### config.mk
export PLATFORM = sky130hd
export DESIGN_NAME = coin_acceptor
export DESIGN_NICKNAME = d
export VERILOG_FILES = /design/src/rtl/coin_acceptor.sv
export SDC_FILE = /design/constraint.sdc
export NUM_CORES = 1
export LEC_CHECK = 0
export BUFFER_PORTS_ARGS = -buffer_cell sky130_fd_sc_hd__buf_2
export CAP_MARGIN = 20
export CORE_MARGIN = 2
export CORE_UTILIZATION = 55
export DETAILED_ROUTE_END_ITERATION = 6
export PLACE_DENSITY_LB_ADDON = 0.08
export SLEW_MARGIN = 25
export SYNTH_ARGS = -nofsm -noshare
export SYNTH_HDL_FRONTEND = slang
export SYNTH_SLANG_ARGS = --single-unit
### constraint.sdc
create_clock -name clock -period 2.49 [get_ports clock]
set_input_delay 0.3735 -clock clock [delete_from_list [all_inputs] [get_ports clock]]
set_output_delay 0.3735 -clock clock [all_outputs]
set_load 0.005 [all_outputs]
### src/rtl/coin_acceptor.sv
// coin_acceptor: synchronizes and debounces raw coin sensors, then turns
// validated coin events into clean one-cycle nickel/dime pulses, buffering
// one coin while the downstream FSM holds and returning coins it cannot take.
module coin_acceptor #(
  parameter int unsigned DEBOUNCE_CYCLES = 4
) (
  input  logic clock,
  input  logic reset,
  input  logic nickel_raw,
  input  logic dime_raw,
  input  logic hold,
  output logic nickel,
  output logic dime,
  output logic coin_return,
  output logic pending
);

  localparam int unsigned CNT_W    = 8;
  localparam int unsigned N_CH     = 2;
  localparam logic [CNT_W-1:0] CNT_MAX  = CNT_W'(DEBOUNCE_CYCLES);
  localparam logic [CNT_W-1:0] CNT_LAST = CNT_W'(DEBOUNCE_CYCLES - 1);

  typedef enum logic [1:0] {
    LOW      = 2'd0,
    RISE_CNT = 2'd1,
    HIGH     = 2'd2,
    FALL_CNT = 2'd3
  } db_state_t;

  // Channel 0 is nickel, channel 1 is dime.
  logic [N_CH-1:0] sync1_q;
  logic [N_CH-1:0] sync2_q;

  db_state_t       db_state_q [N_CH];
  db_state_t       db_state_d [N_CH];
  logic [CNT_W-1:0] cnt_q     [N_CH];
  logic [CNT_W-1:0] cnt_d     [N_CH];
  logic [N_CH-1:0] ev_q;
  logic [N_CH-1:0] ev_d;

  logic pend_v_q, pend_v_d;
  logic pend_t_q, pend_t_d;   // buffered coin type: 0 nickel, 1 dime
  logic nickel_d, dime_d, coin_return_d;

  logic ev_one;
  logic ev_both;
  logic ev_t;

  // Two-flop synchronizers for the asynchronous sensor levels.
  always_ff @(posedge clock or negedge reset) begin
    if (!reset) begin
      sync1_q <= '0;
      sync2_q <= '0;
    end else begin
      sync1_q <= {dime_raw, nickel_raw};
      sync2_q <= sync1_q;
    end
  end

  // Debouncer state, counters and registered rise events.
  always_ff @(posedge clock or negedge reset) begin
    if (!reset) begin
      for (int i = 0; i < int'(N_CH); i++) begin
        db_state_q[i] <= LOW;
        cnt_q[i]      <= '0;
      end
      ev_q <= '0;
    end else begin
      for (int i = 0; i < int'(N_CH); i++) begin
        db_state_q[i] <= db_state_d[i];
        cnt_q[i]      <= cnt_d[i];
      end
      ev_q <= ev_d;
    end
  end

  // Debouncer next state: a level must hold DEBOUNCE_CYCLES samples; event only on rise.
  always_comb begin
    ev_d = '0;
    for (int i = 0; i < int'(N_CH); i++) begin
      db_state_d[i] = db_state_q[i];
      cnt_d[i]      = cnt_q[i];
      case (db_state_q[i])
        LOW: begin
          if (sync2_q[i]) begin
            if (CNT_MAX <= CNT_W'(1)) begin
              db_state_d[i] = HIGH;
              cnt_d[i]      = '0;
              ev_d[i]       = 1'b1;
            end else begin
              db_state_d[i] = RISE_CNT;
              cnt_d[i]      = CNT_W'(1);
            end
          end
        end
        RISE_CNT: begin
          if (!sync2_q[i]) begin
            db_state_d[i] = LOW;
            cnt_d[i]      = '0;
          end else if (cnt_q[i] >= CNT_LAST) begin
            db_state_d[i] = HIGH;
            cnt_d[i]      = '0;
            ev_d[i]       = 1'b1;
          end else begin
            cnt_d[i] = cnt_q[i] + CNT_W'(1);
          end
        end
        HIGH: begin
          if (!sync2_q[i]) begin
            if (CNT_MAX <= CNT_W'(1)) begin
              db_state_d[i] = LOW;
              cnt_d[i]      = '0;
            end else begin
              db_state_d[i] = FALL_CNT;
              cnt_d[i]      = CNT_W'(1);
            end
          end
        end
        FALL_CNT: begin
          if (sync2_q[i]) begin
            db_state_d[i] = HIGH;
            cnt_d[i]      = '0;
          end else if (cnt_q[i] >= CNT_LAST) begin
            db_state_d[i] = LOW;
            cnt_d[i]      = '0;
          end else begin
            cnt_d[i] = cnt_q[i] + CNT_W'(1);
          end
        end
        default: begin
          db_state_d[i] = LOW;
          cnt_d[i]      = '0;
        end
      endcase
    end
  end

  assign ev_one  = ev_q[0] ^ ev_q[1];
  assign ev_both = ev_q[0] & ev_q[1];
  assign ev_t    = ev_q[1];

  // Output/buffer stage: release buffered coin first, buffer or reject new ones under hold.
  always_comb begin
    pend_v_d      = pend_v_q;
    pend_t_d      = pend_t_q;
    nickel_d      = 1'b0;
    dime_d        = 1'b0;
    coin_return_d = 1'b0;

    if (ev_both) begin
      coin_return_d = 1'b1;
    end

    if (pend_v_q && !hold) begin
      nickel_d = ~pend_t_q;
      dime_d   = pend_t_q;
      if (ev_one) begin
        pend_t_d = ev_t;
      end else begin
        pend_v_d = 1'b0;
      end
    end else if (pend_v_q && hold) begin
      if (ev_one) begin
        coin_return_d = 1'b1;
      end
    end else if (ev_one && !hold) begin
      nickel_d = ~ev_t;
      dime_d   = ev_t;
    end else if (ev_one && hold) begin
      pend_v_d = 1'b1;
      pend_t_d = ev_t;
    end
  end

  // Registered outputs and pending buffer.
  always_ff @(posedge clock or negedge reset) begin
    if (!reset) begin
      pend_v_q    <= 1'b0;
      pend_t_q    <= 1'b0;
      nickel      <= 1'b0;
      dime        <= 1'b0;
      coin_return <= 1'b0;
    end else begin
      pend_v_q    <= pend_v_d;
      pend_t_q    <= pend_t_d;
      nickel      <= nickel_d;
      dime        <= dime_d;
      coin_return <= coin_return_d;
    end
  end

  assign pending = pend_v_q;

endmodule

==> impl_metrics.yaml <==
outcome:
  outcome: "completed"
logic_synthesis:
  muxShareOfSynthArea_pct: 2.720
  synth-edff-count: 0
  syn_area_um2: 1196
  yosysUniqueCellTypes: 21
  synth_ff_type: "dfrtp_1"
  synth_top_family_by_area: "simple AND/OR/NAND/NOR gates"
  synthArstFlopShare_pct: 100.0
  syn_inst: 90
  synth-xor-area-share_pct: 2.197
  syn_avg_cell_area_um2: 13.29
  ys_seq_area_share_pct: 64.85
  syn_nets: 99
  synthAdderAreaFrac_pct: 5.021
  synth_seq_cells: 31
  synth_common_cells: "dfrtp_1 (31), and2_1 (12), nand2_1 (6), a21oi_1 (4), ha_1 (4)"
  synth_top_cell_by_area: "dfrtp_1"
  synth_top_area_share_pct: 64.85
  yosys.area_share.simple_pct: 16.84
  synthTopCellsByArea: "dfrtp_1 (65%), and2_1 (6.3%), ha_1 (4.2%)"
  yosys_warnings: 0
  synth-compound-area-share_pct: 7.113
  synth.most_common_cell: "dfrtp_1"
timing:
  hold_viol: 0
  max_freq_mhz: 554.2
  maxSlewHeadroom_pct: 56.79
  fin_crit_sh_pct: 72.46
  min_period_ns: 1.804
  setup_violations: 0
  worst_slew_pin_slew_ns: 0.6482
  setup_tns_ns: 0
  drv_slew: 0
  rsz0062_at_grt: "false"
  fin_skew_ns: 0.01104
detailed_routing:
  via_per_inst: 5.076
  dr.pass1.iters: 3
  drc: 0
  ant_nets: 0
  drt_iter0_markers: 8
  routed_wl_um: 1611
  detail_route.wl_per_cell_um: 12.20
  vias: 670
cells_and_area:
  multi_input_comb_area_um2: 405.4
  fillerInstances: 163
  area_growth_pct: 13.08
  final_layout_size_suffix_gt1_share_pct: 20.95
  fin_cells: 132
  nets: 113
  diodes: 0
  seq_area_um2: 775.7
  fin_area_um2: 1353
clock_tree:
  holdBufCountCts: 0
  clkSinkCount: 31
  ctsResizeCount: 0
  clkLatencyLatePin_ns: 0.33
  cts_buffers: 5
  cts_max_path_buffers: 2
  h-tree-depth: 2
  clk_pin_slew_ns: 0.10
  cts-root-buf: "clkbuf_4"
  cts_tree: "yes"
  post_cts_buffers: 0
floorplan:
  die_h_um: 50.64
  initial_core_util_pct: 59.75
  rows: 16
  chipWidth_um: 50.64
  core-area_um2: 2002
  pin_count: 9
  dieArea_um2: 2564
worst_setup_path:
  worst_ep_required_time_ns: 2.70
  cp-start-kind: "flip-flop"
  r2r_slack_ns: 0.69
  crit_type: "flip-flop to flip-flop"
  critical_path.startpoint: "cnt_q[0]$_DFFE_PN0P_"
  reg2reg_from: "cnt_q[0]$_DFFE_PN0P_"
  arrival_ns: 2.01
  crit_path_end_kind: "flip-flop"
  r2r_cells: 4
  worstPathMaxFanout: 3
power:
  ir_drop_v: 0.0005539
  leakagePower_nw: 0.6826
  power_density_nw_per_um2: 941.5
placed_design:
  routabilityCongestion: 0.6915
  place_area_um2: 1266
  portBuffers: 8
  dp.cells: 124
  hpwlAfterDp_um: 1076
global_route:
  antenna_found_initial: 0
  grt_pass1_vias: 677
  grt_pass1_wl_um: 2898
  grt_use_total_pct: 16.20
  overflow: 0
  grt_max_degree: 32
worst_hold_path:
  hp-class: "input port to asynchronous set/reset pin"
run:
  maxCapViolations: 0
power by group:
group | switching (mW) | internal (mW) | total (mW)
clock | 0.164 | 0.237 | 0.401
sequential | 0.0666 | 0.581 | 0.648
combinational | 0.123 | 0.102 | 0.224
flip-flops by register name, summed over array words and instances (netlist names), named ones only:
name / flops
cnt_q: 16
pend_t_q: 1
pending: 1
sync2_q: 2
ev_q: 2
sync1_q: 2
nickel: 1
dime: 1
db_state_q: 2
coin_return: 1
layer usage:
metal  up-vias  wire length, um  GRT usage, %
met3         4               83         9.524
met1       313              823         20.00
met4         0               20         8.559
li1        339                -             -
met2        14              683         22.15
met5         -                0             0
cell usage in the layout (no fill, tap or decap), types with 3 or more instances in the layout:
master / Yosys / layout
xor2_1: 3 / 3
ha_1: 4 / 4
nor2_1: 3 / 3
a21oi_1: 4 / 4
dfrtp_1: 31 / 31
nor3b_1: 3 / 3
nand2_1: 6 / 6
o21ai_0: 3 / 3
inv_1: 3 / 3
clkbuf_4: 0 / 5
buf_2: 0 / 8
and2_1: 12 / 12
cell families after synthesis:
kind of cell | after synthesis
AO/OA/AOI/OAI | 11
XOR/XNOR | 3
adder cells (fa/ha/maj) | 5
buffers and inverters | 4
flip-flops | 31
multiplexers | 3
AND/OR/NAND/NOR | 33
how the worst max path moves through the flow:
stage,endpoint,cells after the start
5_1_grt,flip-flop,4
6_report,flip-flop,4
2_1_floorplan,flip-flop,4
4_1_cts,flip-flop,4
3_5_place_dp,flip-flop,4
3_3_place_gp,flip-flop,4
critical path, cell delays in order, from the launching register on:
cell and delay [ns]:
dfrtp_1 0.41, ha_1 0.20, or4_4 0.42, o41ai_2 0.31
mux2_1 0.36
final cells by class:
class / count / share of cell area, %
flip-flops and latches: 31 / 57.35
multi-input cells: 55 / 29.97
clock buffers: 6 / 3.793
repair buffers: 8 / 2.960
clock inverters: 2 / 2.590
well taps: 27 / 2.498
inverters: 3 / 0.8326
per-stage QoR:
stage                     setup WS [ns]  total power [mW]  hold slack (ns)  util, %
after floorplan                  0.7787            0.8149          0.07791        -
after global placement           0.7452            0.8674           0.3368    63.25
after detailed placement         0.6967            0.8864           0.3405    63.25
after CTS                        0.6827             1.293          0.07094    67.56
after global routing             0.5858             1.365          0.09772    67.56
final                            0.6857             1.273          0.06023    67.56
No activity file was read; power rests on OpenSTA's default activity.
